--- config.mk ---
export PLATFORM = sky130hd
export DESIGN_NAME = nx_ram_1rw_hw_arbiter
export DESIGN_NICKNAME = d
export VERILOG_FILES = /design/src/rtl/nx_ram_arb_pkg.sv /design/src/rtl/nx_rr_arbiter.sv /design/src/rtl/nx_ram_1rw_hw_arbiter.sv
export SDC_FILE = /design/constraint.sdc
export NUM_CORES = 1
export LEC_CHECK = 0
export ABC_AREA = 1
export BUFFER_PORTS_ARGS = -buffer_cell sky130_fd_sc_hd__clkbuf_2
export CAP_MARGIN = 40
export CORE_AREA = 3 3 154 156
export DETAILED_ROUTE_END_ITERATION = 8
export DIE_AREA = 0 0 157 159
export PLACE_DENSITY = 0.68
export SYNTH_ARGS = -nofsm -noshare
export SYNTH_HDL_FRONTEND = slang
export SYNTH_HIERARCHICAL = 1
export SYNTH_SLANG_ARGS = --single-unit
--- constraint.sdc ---
create_clock -name clk -period 8.5 [get_ports clk]
set_clock_uncertainty 0.2 [all_clocks]
set_input_delay 2.125 -clock clk [delete_from_list [all_inputs] [get_ports clk]]
set_output_delay 2.125 -clock clk [all_outputs]
set_load 0.01 [all_outputs]
--- src/rtl/nx_ram_arb_pkg.sv ---
// Shared types for the nx_ram_1rw hw-port arbiter.
//   arb_state_e : arbiter FSM states (init sweep, normal run)
//   rsp_tag_t   : read-response pipe entry {valid, requester id}
package nx_ram_arb_pkg;

  localparam int unsigned RSP_ID_W = 3;

  typedef enum logic {
    ARB_INIT,
    ARB_RUN
  } arb_state_e;

  typedef struct packed {
    logic                vld;
    logic [RSP_ID_W-1:0] id;
  } rsp_tag_t;

endpackage

--- src/rtl/nx_rr_arbiter.sv ---
// Combinational round-robin arbiter.
//   req : request vector, one bit per requester
//   ptr : highest-priority index for this cycle
//   gnt : one-hot grant (all zero when no request)
//   idx : encoded index of the granted requester
//   any : at least one request present
module nx_rr_arbiter #(
  parameter  int unsigned N_REQ = 4,
  localparam int unsigned PW    = (N_REQ > 1) ? $clog2(N_REQ) : 1
) (
  input  logic [N_REQ-1:0] req,
  input  logic [PW-1:0]    ptr,
  output logic [N_REQ-1:0] gnt,
  output logic [PW-1:0]    idx,
  output logic             any
);

  logic [N_REQ-1:0] rot;
  logic [PW:0]      sum;

  always_comb begin
    // Rotate so that bit 0 is the requester at ptr; first set bit wins.
    rot = N_REQ'({req, req} >> ptr);
    gnt = '0;
    idx = '0;
    any = 1'b0;
    sum = '0;
    for (int unsigned i = 0; i < N_REQ; i++) begin
      if (!any && rot[i]) begin
        any = 1'b1;
        sum = {1'b0, ptr} + (PW+1)'(i);
        if (sum >= (PW+1)'(N_REQ)) begin
          sum = sum - (PW+1)'(N_REQ);
        end
        idx = sum[PW-1:0];
      end
    end
    if (any) begin
      gnt = N_REQ'(1) << idx;
    end
  end

endmodule

--- src/rtl/nx_ram_1rw_hw_arbiter.sv ---
// Shares the hw_* port of an nx_ram_1rw_indirect_access RAM among N_REQ
// requesters. After reset an optional sweep writes RESET_DATA to every entry,
// then requests are granted round-robin. Read responses are routed back to
// the issuing requester in issue order, RAM_LAT+2 cycles after accept.
// hw_yield limits back-to-back hw accesses so software accesses get a slot.
//   clk, rst_n         : clock, synchronous active-low reset
//   req_vld/we/addr/wdat : per-requester request (addr/wdat packed by index)
//   req_rdy            : combinational one-hot grant
//   rsp_vld, rsp_dat   : one-hot read response strobe and data
//   init_done          : init sweep finished
//   hw_add/we/bwe/cs/din : registered RAM port controls (bwe all-ones)
//   hw_dout            : RAM read data
//   hw_yield           : software access pending in the indirect controller
module nx_ram_1rw_hw_arbiter
  import nx_ram_arb_pkg::*;
#(
  parameter  int unsigned             N_REQ       = 4,
  parameter  int unsigned             N_DATA_BITS = 38,
  parameter  int unsigned             N_ENTRIES   = 16384,
  parameter  int unsigned             RAM_LAT     = 2,
  parameter  int unsigned             YIELD_MAX   = 4,
  parameter  int unsigned             INIT_EN     = 1,
  parameter  logic [N_DATA_BITS-1:0]  RESET_DATA  = '0,
  localparam int unsigned             AW          = $clog2(N_ENTRIES),
  localparam int unsigned             DW          = N_DATA_BITS
) (
  input  logic                clk,
  input  logic                rst_n,
  input  logic [N_REQ-1:0]    req_vld,
  input  logic [N_REQ-1:0]    req_we,
  input  logic [N_REQ*AW-1:0] req_addr,
  input  logic [N_REQ*DW-1:0] req_wdat,
  output logic [N_REQ-1:0]    req_rdy,
  output logic [N_REQ-1:0]    rsp_vld,
  output logic [DW-1:0]       rsp_dat,
  output logic                init_done,
  output logic [AW-1:0]       hw_add,
  output logic                hw_we,
  output logic [DW-1:0]       hw_bwe,
  output logic                hw_cs,
  output logic [DW-1:0]       hw_din,
  input  logic [DW-1:0]       hw_dout,
  input  logic                hw_yield
);

  localparam int unsigned PW = (N_REQ > 1) ? $clog2(N_REQ) : 1;
  localparam int unsigned YW = $clog2(YIELD_MAX + 1) + 1;

  arb_state_e            state_q, state_d;
  logic [PW-1:0]         ptr_q, ptr_d;
  logic [AW-1:0]         init_addr_q, init_addr_d;
  logic [YW-1:0]         ycnt_q, ycnt_cur;
  logic                  hold;
  logic [RSP_ID_W-1:0]   iss_id_q, iss_id;
  logic                  iss_cs, iss_we;
  logic [AW-1:0]         iss_add;
  logic [DW-1:0]         iss_din;
  rsp_tag_t              pipe_q [RAM_LAT];

  logic [N_REQ-1:0]      arb_gnt;
  logic [PW-1:0]         arb_idx;
  logic                  arb_any;
  logic                  sel_we;
  logic [AW-1:0]         sel_add;
  logic [DW-1:0]         sel_din;

  assign hw_bwe = '1;

  nx_rr_arbiter #(
    .N_REQ (N_REQ)
  ) u_rr (
    .req (req_vld),
    .ptr (ptr_q),
    .gnt (arb_gnt),
    .idx (arb_idx),
    .any (arb_any)
  );

  // Yield count including the current hw_cs cycle; stopping issue when it
  // reaches YIELD_MAX keeps the busy run at exactly YIELD_MAX cycles.
  always_comb begin
    ycnt_cur = '0;
    if (hw_cs) begin
      ycnt_cur = hw_yield ? (ycnt_q + 1'b1) : ycnt_q;
    end
    hold = (ycnt_cur == YW'(YIELD_MAX));
  end

  always_comb begin
    sel_we  = 1'b0;
    sel_add = '0;
    sel_din = '0;
    for (int unsigned i = 0; i < N_REQ; i++) begin
      if (arb_gnt[i]) begin
        sel_we  = req_we[i];
        sel_add = req_addr[i*AW +: AW];
        sel_din = req_wdat[i*DW +: DW];
      end
    end
  end

  always_comb begin
    state_d     = state_q;
    ptr_d       = ptr_q;
    init_addr_d = init_addr_q;
    req_rdy     = '0;
    iss_cs      = 1'b0;
    iss_we      = 1'b0;
    iss_add     = '0;
    iss_din     = '0;
    iss_id      = '0;
    case (state_q)
      ARB_INIT: begin
        if (!hold) begin
          iss_cs  = 1'b1;
          iss_we  = 1'b1;
          iss_add = init_addr_q;
          iss_din = RESET_DATA;
          if (init_addr_q == AW'(N_ENTRIES - 1)) begin
            state_d     = ARB_RUN;
            init_addr_d = '0;
          end else begin
            init_addr_d = init_addr_q + 1'b1;
          end
        end
      end
      ARB_RUN: begin
        if (!hold && arb_any) begin
          req_rdy = arb_gnt;
          iss_cs  = 1'b1;
          iss_we  = sel_we;
          iss_add = sel_add;
          iss_din = sel_din;
          iss_id  = RSP_ID_W'(arb_idx);
          ptr_d   = (arb_idx == PW'(N_REQ - 1)) ? '0 : (arb_idx + 1'b1);
        end
      end
      default: begin
        state_d = ARB_INIT;
      end
    endcase
  end

  always_ff @(posedge clk) begin
    if (!rst_n) begin
      state_q     <= (INIT_EN != 0) ? ARB_INIT : ARB_RUN;
      ptr_q       <= '0;
      init_addr_q <= '0;
      ycnt_q      <= '0;
      hw_cs       <= 1'b0;
      hw_we       <= 1'b0;
      hw_add      <= '0;
      hw_din      <= '0;
      iss_id_q    <= '0;
      rsp_vld     <= '0;
      rsp_dat     <= '0;
      init_done   <= 1'b0;
      for (int unsigned i = 0; i < RAM_LAT; i++) begin
        pipe_q[i] <= '0;
      end
    end else begin
      state_q     <= state_d;
      ptr_q       <= ptr_d;
      init_addr_q <= init_addr_d;
      ycnt_q      <= ycnt_cur;
      hw_cs       <= iss_cs;
      hw_we       <= iss_we;
      hw_add      <= iss_add;
      hw_din      <= iss_din;
      iss_id_q    <= iss_id;
      init_done   <= (state_q == ARB_RUN);
      // Tag enters the pipe in the hw_cs cycle; its last stage lines up
      // with hw_dout being valid.
      pipe_q[0] <= '{vld: hw_cs & ~hw_we, id: iss_id_q};
      for (int unsigned i = 1; i < RAM_LAT; i++) begin
        pipe_q[i] <= pipe_q[i-1];
      end
      if (pipe_q[RAM_LAT-1].vld) begin
        rsp_vld <= N_REQ'(1) << pipe_q[RAM_LAT-1].id;
        rsp_dat <= hw_dout;
      end else begin
        rsp_vld <= '0;
      end
    end
  end

endmodule

Yosys cells after proc, flatten, opt, wreduce, memory -nomap -nowiden
Memory sizes are Yosys's and may differ from the RTL's.
Cells that the tools add are included.
Cells by class
  $add $sub $neg: 10
  magnitude comparators: 4
  bitwise operators: 6
  shift-type cells: 3
  reduce and logical (&&, ||, !) cells: 13
  equal/unequal tests: 3
  multiplexer cells: 48
Operators by type and width (number)
  38-bit 2-to-1 mux: 5
  14-bit 2-to-1 mux: 7
  38-bit case mux with 2 select lines: 1
  4-bit 2-to-1 mux: 7
  14-bit case mux with 2 select lines: 1
  2-bit 2-to-1 mux: 9
  1-bit 2-to-1 mux: 16
  14-bit by 1-bit adder with 14-bit output, second input constant: 1
  14-bit equality test, second input constant: 1
  3-bit >= comparator, second input constant: 3
  2-bit AND reduction: 4
  8-bit by 2-bit >> shifter with 4-bit output: 1
  2-bit by 1-bit subtractor with 2-bit output, second input constant: 4
  2-bit by 2-bit adder with 3-bit output, second input constant: 2
  4-bit by 1-bit adder with 4-bit output, second input constant: 1
  4-bit by 3-bit equality test with 1-bit output, second input constant: 1
  1-bit logical AND: 4
  1-bit zero test: 4
  1-bit case mux with 2 select lines: 2
  1-bit by 2-bit left shift with 4-bit output, first input constant: 1
  1-bit by 3-bit left shift with 4-bit output, first input constant: 1
  2-bit by 1-bit adder with 3-bit output, second input constant: 1
  2-bit by 3-bit >= comparator with 1-bit output, second input constant: 1
  1-bit NOT: 3
  5 further kinds: 6
Word-level totals
  input port bits: 257
  memories kept: 1
  logic and storage cells: 101
  output and inout bits: 139
  register bits after elaboration: 121
  bits in writable memories: 8
Memories
  pipe_q: words 2, bits a word 4, rd ports 2, clocked after memory_dff 0, wr ports 2, line nx_ram_1rw_hw_arbiter.sv:58  | rsp_tag_t pipe_q [RAM_LAT];

Depth between registers and ports, before layout
  depth in word-level cells: 19
  depth in mapped cells: 21
  gate-level depth less buffers: 19

Hierarchy
Netlist, hierarchy kept.
Modules (own cells, without submodules)
  nx_ram_1rw_hw_arbiter: seq. area each 2522.4 µm², instances 1, cells an instance 908, area an instance 6253.5 µm²
  nx_rr_arbiter: seq. area each 0.0 µm², instances 1, cells an instance 61, area an instance 324.1 µm²

Least setup slack after synthesis
No wires, ideal clock.
  kind: input-to-output
  from: input port req_vld[3]
  to: output port req_rdy[3]
  stages: 13
  path buffers: 2
  path slack: 2546 ps
  data arrival time: 3629 ps
  cells stage by stage: inv_1 nand2_1 nand3_2 nand2_2 inv_2 nand3b_2 nand3_1 nor2_1 nor2_1 inv_1 clkbuf_1 clkbuf_1 nor2_1
Between the ends
  word-level cells in the longest chain between the ends: 15
  elaborated cells on any way between the ends: 20
RTL lines
  start: declaration: line nx_ram_1rw_hw_arbiter.sv:29  | input logic [N_REQ-1:0] req_vld,
  8-bit by 2-bit >> shifter with 4-bit output (*): line nx_rr_arbiter.sv:23  | rot = N_REQ'({req, req} >> ptr);
  1-bit 2-to-1 mux: line nx_rr_arbiter.sv:29  | if (!any && rot[i]) begin
  1-bit zero test: line nx_rr_arbiter.sv:29
  1-bit logical AND: line nx_rr_arbiter.sv:29
  1-bit 2-to-1 mux: line nx_rr_arbiter.sv:29
  1-bit zero test: line nx_rr_arbiter.sv:29
  1-bit logical AND: line nx_rr_arbiter.sv:29
  1-bit 2-to-1 mux: line nx_rr_arbiter.sv:29
  1-bit zero test: line nx_rr_arbiter.sv:29
  1-bit logical AND: line nx_rr_arbiter.sv:29
  2-bit 2-to-1 mux: line nx_rr_arbiter.sv:29
  1-bit by 2-bit left shift with 4-bit output: line nx_rr_arbiter.sv:39  | gnt = N_REQ'(1) << idx;
  4-bit 2-to-1 mux (*): line nx_rr_arbiter.sv:38  | if (any) begin
  named net arb_gnt[3]: line nx_ram_1rw_hw_arbiter.sv:60  | logic [N_REQ-1:0] arb_gnt;
  4-bit 2-to-1 mux (*): line nx_ram_1rw_hw_arbiter.sv:128  | if (!hold && arb_any) begin
  4-bit 2-to-1 mux (*): line nx_ram_1rw_hw_arbiter.sv:112  | case (state_q)
  end: declaration: line nx_ram_1rw_hw_arbiter.sv:33  | output logic [N_REQ-1:0] req_rdy,
The timed path passes the listed nets; every way through them passes the cells marked *.

Worst setup path after layout
  from: input port req_vld[3]
  to: output port req_rdy[1]
Between the ends
  word-level cells in the longest chain between the ends: 15
  elaborated cells on any way between the ends: 20
RTL lines
  8-bit by 2-bit >> shifter with 4-bit output (*): line nx_rr_arbiter.sv:23
  1-bit 2-to-1 mux: line nx_rr_arbiter.sv:29
  1-bit zero test: line nx_rr_arbiter.sv:29
  1-bit logical AND: line nx_rr_arbiter.sv:29
  1-bit 2-to-1 mux: line nx_rr_arbiter.sv:29
  1-bit zero test: line nx_rr_arbiter.sv:29
  1-bit logical AND: line nx_rr_arbiter.sv:29
  1-bit 2-to-1 mux: line nx_rr_arbiter.sv:29
  1-bit zero test: line nx_rr_arbiter.sv:29
  1-bit logical AND: line nx_rr_arbiter.sv:29
  2-bit 2-to-1 mux (*): line nx_rr_arbiter.sv:29
  named net arb_idx[1]: line nx_ram_1rw_hw_arbiter.sv:61  | logic [PW-1:0] arb_idx;
  1-bit by 2-bit left shift with 4-bit output (*): line nx_rr_arbiter.sv:39
  4-bit 2-to-1 mux (*): line nx_rr_arbiter.sv:38
  named net arb_gnt[1]: line nx_ram_1rw_hw_arbiter.sv:60
  4-bit 2-to-1 mux (*): line nx_ram_1rw_hw_arbiter.sv:128
  4-bit 2-to-1 mux (*): line nx_ram_1rw_hw_arbiter.sv:112
Marked as above.

==> reports/qor.yml <==
worst-endpoint-arrival_ns: 3.93
worstHoldPathType: "reg -> reg"
critical-path-slowest-cell: "sky130_fd_sc_hd__buf_4"
worst-r2r-cell-count: 16
number_of_clock_buffers_inserted_by_tritoncts: 17
cts_sinks: 126
die_area_sq_mm: 0.0250
worst_path_dominant_cell_family: "buffers and inverters"
maxClockFrequency_ghz: 0.160
max-cap-violations: 0
rsz0062_at_grt: "no"
drc: 0
final_nets: 1554
postCtsSetupRepairBufs: 0
post_cts_hold_buffer_count: 0
drtAntennaViolNets: 0
max_slew.worst_pin.slew_ns: 0.822
antenna_cells: 0
multi_input_area_sq_mm: 0.00346
timing_hold_violations_final: 0
fillers: 2407
critical_path_required_ns: 6.18
cts_tree: "yes"
synth.cell_area_sq_mm: 0.00658
reg2reg_to: "hw_din[7]"
launching_element_type_of_the_critical_path: "input port"
maxSlewViolCount: 0
ctsResizeCount: 0
holdPathStages: 2
die_height_um: 159
layout.area.seq_sq_mm: 0.00252
grt_start_max_net_pins: 77
drt-vias-per-instance: 4.65
floorplan.die.width_um: 157
grt_pass1_wl_um: 37400
worst_skew_pair.late_latency_ns: 0.42
setup_viol: 0
ys_ff_latch: 126
flow.area_growth_from_synthesis_pct: 36.8
timing.critical_path.to_type: "output port"
gp_congestion: 0.915
cellLeakagePower_nw: 4.50
yosys_warnings: 6
antenna_found_initial: 3
critical_path.max_fanout: 55
yosys.cell_types.count: 36
fp.coreArea_sq_mm: 0.0225
cpPeakStageDelay_ns: 0.48
seq_total_area_yosys_pct: 38.3
drive_gt1_share_pct: 34.4
std_cell_rows: 55
groute.usage.overall_pct: 19.2
max-clock-path-buffers: 2
setup.reg_to_reg.worst_slack_ns: 4.88
min_period_over_period_pct: 73.5
clockRootBuffer: "sky130_fd_sc_hd__clkbuf_16"
routed_wire_length_per_instance_um: 15.9
clock_slew_seen_by_the_registers_of_the_worst_setup_and_hold_paths_ns: 0.06
firstDrtPassIters: 5
grt_pass1_vias: 6715
crit_buf_inv: 7
vdd_ir_drop_max_mv: 0.101
final_cell_count_no_fill: 1592
fin_crit_ns: 6.25
total_wire_length_um: 25300
crit-reg2reg-launch: "ptr_q[0]"
power-per-cell-area_mw_per_mm2: 173
ioPinCount: 396
hpwlAfterDp_um: 19700
dr.first_iter.drc_count: 579
synth_cells: 969
path_cells: "clkbuf_2 > inv_1 > nand2_1 > nand3_2 > nand2_2 > inv_2 > nand3b_2 > inv_2 > nor2_2 > nand2_2 > nor2_4 > buf_4 > inv_1 > nor2_1 > clkbuf_2"
syn_area_per_cell_sq_um: 6.79
initial_core_util_pct: 29.2
outcome: "completed"
whs_ns: 0.214
totalNegativeSetupSlack_ns: 0
timing.max_slew.rel_slack_pct: 45.1
layout.core_utilization_pct: 40.0
number_of_cells_in_the_design_after_placement: 1560
io_buffers: 357
hold_path_startpoint: "pipe_q[0][0]"
holdPathEnd: "pipe_q[0][4]"
vias: 7404
htreeDepth: 4
crit_type: "in -> out"
global_route.overflow_total: 0
layer usage:
metal | vias to the layer above | routed length (um) | GRT usage [%]
li1 | 3733 | - | -
met1 | 3261 | 10700 | 24.8
met2 | 371 | 11800 | 31.3
met3 | 33 | 2280 | 5.19
met4 | 6 | 524 | 5.97
met5 | - | 41 | 0
worst max-delay path by stage:
| stage | to | slack, ns | start | cells past startpoint |
|---|---|---|---|---|
| floorplan | req_rdy[3] | 2.55 | req_vld[3] | 13 |
| finish | req_rdy[1] | 2.25 | req_vld[3] | 15 |
| CTS | req_rdy[1] | 2.23 | req_vld[3] | 15 |
| global placement | req_rdy[2] | 2.02 | req_vld[3] | 13 |
| global route | req_rdy[1] | 2.00 | req_vld[3] | 15 |
| detailed placement | req_rdy[1] | 2.23 | req_vld[3] | 15 |
sequential cells by signal (all words and copies together), names as in the netlist, 2 cells and up:
name	count
hw_add	14
hw_din	38
init_addr_q	14
iss_id_q	2
pipe_q	6
ptr_q	2
rsp_dat	38
rsp_vld	4
ycnt_q	4
cell families after synthesis:
group	count (synthesis)	synth area share [%]
xor+xnor	5	0.666
fa+ha+maj	3	0.571
flops	126	38.3
compound gates	204	17.2
other cells	1	0.0570
buf+inv	140	11.5
simple gates	490	31.7
synth_stat cells (all sizes together):
library cell,n,area [sq um]
nand3,52,293
clkbuf,38,163
xnor2,3,26.3
dfxtp,126,2520
nor4,2,12.5
a21oi,58,294
ha,3,37.5
o21bai,2,18.8
nand2,286,1120
a22oi,38,285
or2,14,87.6
nor2,126,503
inv,42,163
buf,60,428
nand3b,3,26.3
nand4,7,43.8
o21ai,106,534
conb,1,3.75
xor2,2,17.5
worst reg2reg max path, delay by kind of cell (launching register included):
| kind | cells | cell delay, ns |
|---|---|---|
| compound gates | 3 | 0.62 |
| buf+inv | 3 | 0.76 |
| flops | 1 | 0.61 |
| simple gates | 10 | 1.34 |
per-stage QoR:
stage	power [mW]	worst slack, ns	instance area, sq um
2_1_floorplan	0.754	2.55	6720
3_3_place_gp	0.846	2.02	8340
3_5_place_dp	0.851	2.23	8410
4_1_cts	1.58	2.23	9000
5_1_grt	1.63	2.00	9000
6_report	1.56	2.25	9000
cell usage in the layout (no fill, tap or decap), types with 5 or more instances in the layout:
master and count:
sky130_fd_sc_hd__clkbuf_2 357, sky130_fd_sc_hd__nand2_1 276, sky130_fd_sc_hd__dfxtp_1 126, sky130_fd_sc_hd__nor2_1 114, sky130_fd_sc_hd__o21ai_0 94, sky130_fd_sc_hd__a21oi_1 57, sky130_fd_sc_hd__nand3_1 47, sky130_fd_sc_hd__a22oi_1 38
sky130_fd_sc_hd__conb_1 38, sky130_fd_sc_hd__inv_1 36, sky130_fd_sc_hd__clkbuf_16 17, sky130_fd_sc_hd__or2_2 14, sky130_fd_sc_hd__o21ai_1 11, sky130_fd_sc_hd__nor2_2 8, sky130_fd_sc_hd__nand4_1 7, sky130_fd_sc_hd__buf_4 7
sky130_fd_sc_hd__nand2_2 6, sky130_fd_sc_hd__inv_8 6, sky130_fd_sc_hd__inv_6 6, sky130_fd_sc_hd__inv_2 5
layout make-up:
cell class / count / share of cell area [%]
Multi-Input combinational cell: 740 / 38.5
Sequential cell: 126 / 28.0
Timing Repair Buffer: 367 / 21.2
Clock buffer: 17 / 4.73
Tap cell: 285 / 3.96
Inverter: 42 / 1.81
Clock inverter: 15 / 1.79
where the power goes:
part | switching [mW] | internal, mW | leakage, nW
sequential | 0.00716 | 0.600 | 1.02
clock | 0.328 | 0.395 | 0.290
combinational | 0.134 | 0.0949 | 3.19
total | 0.470 | 1.09 | 4.50
(Power assumes the default switching activity.)
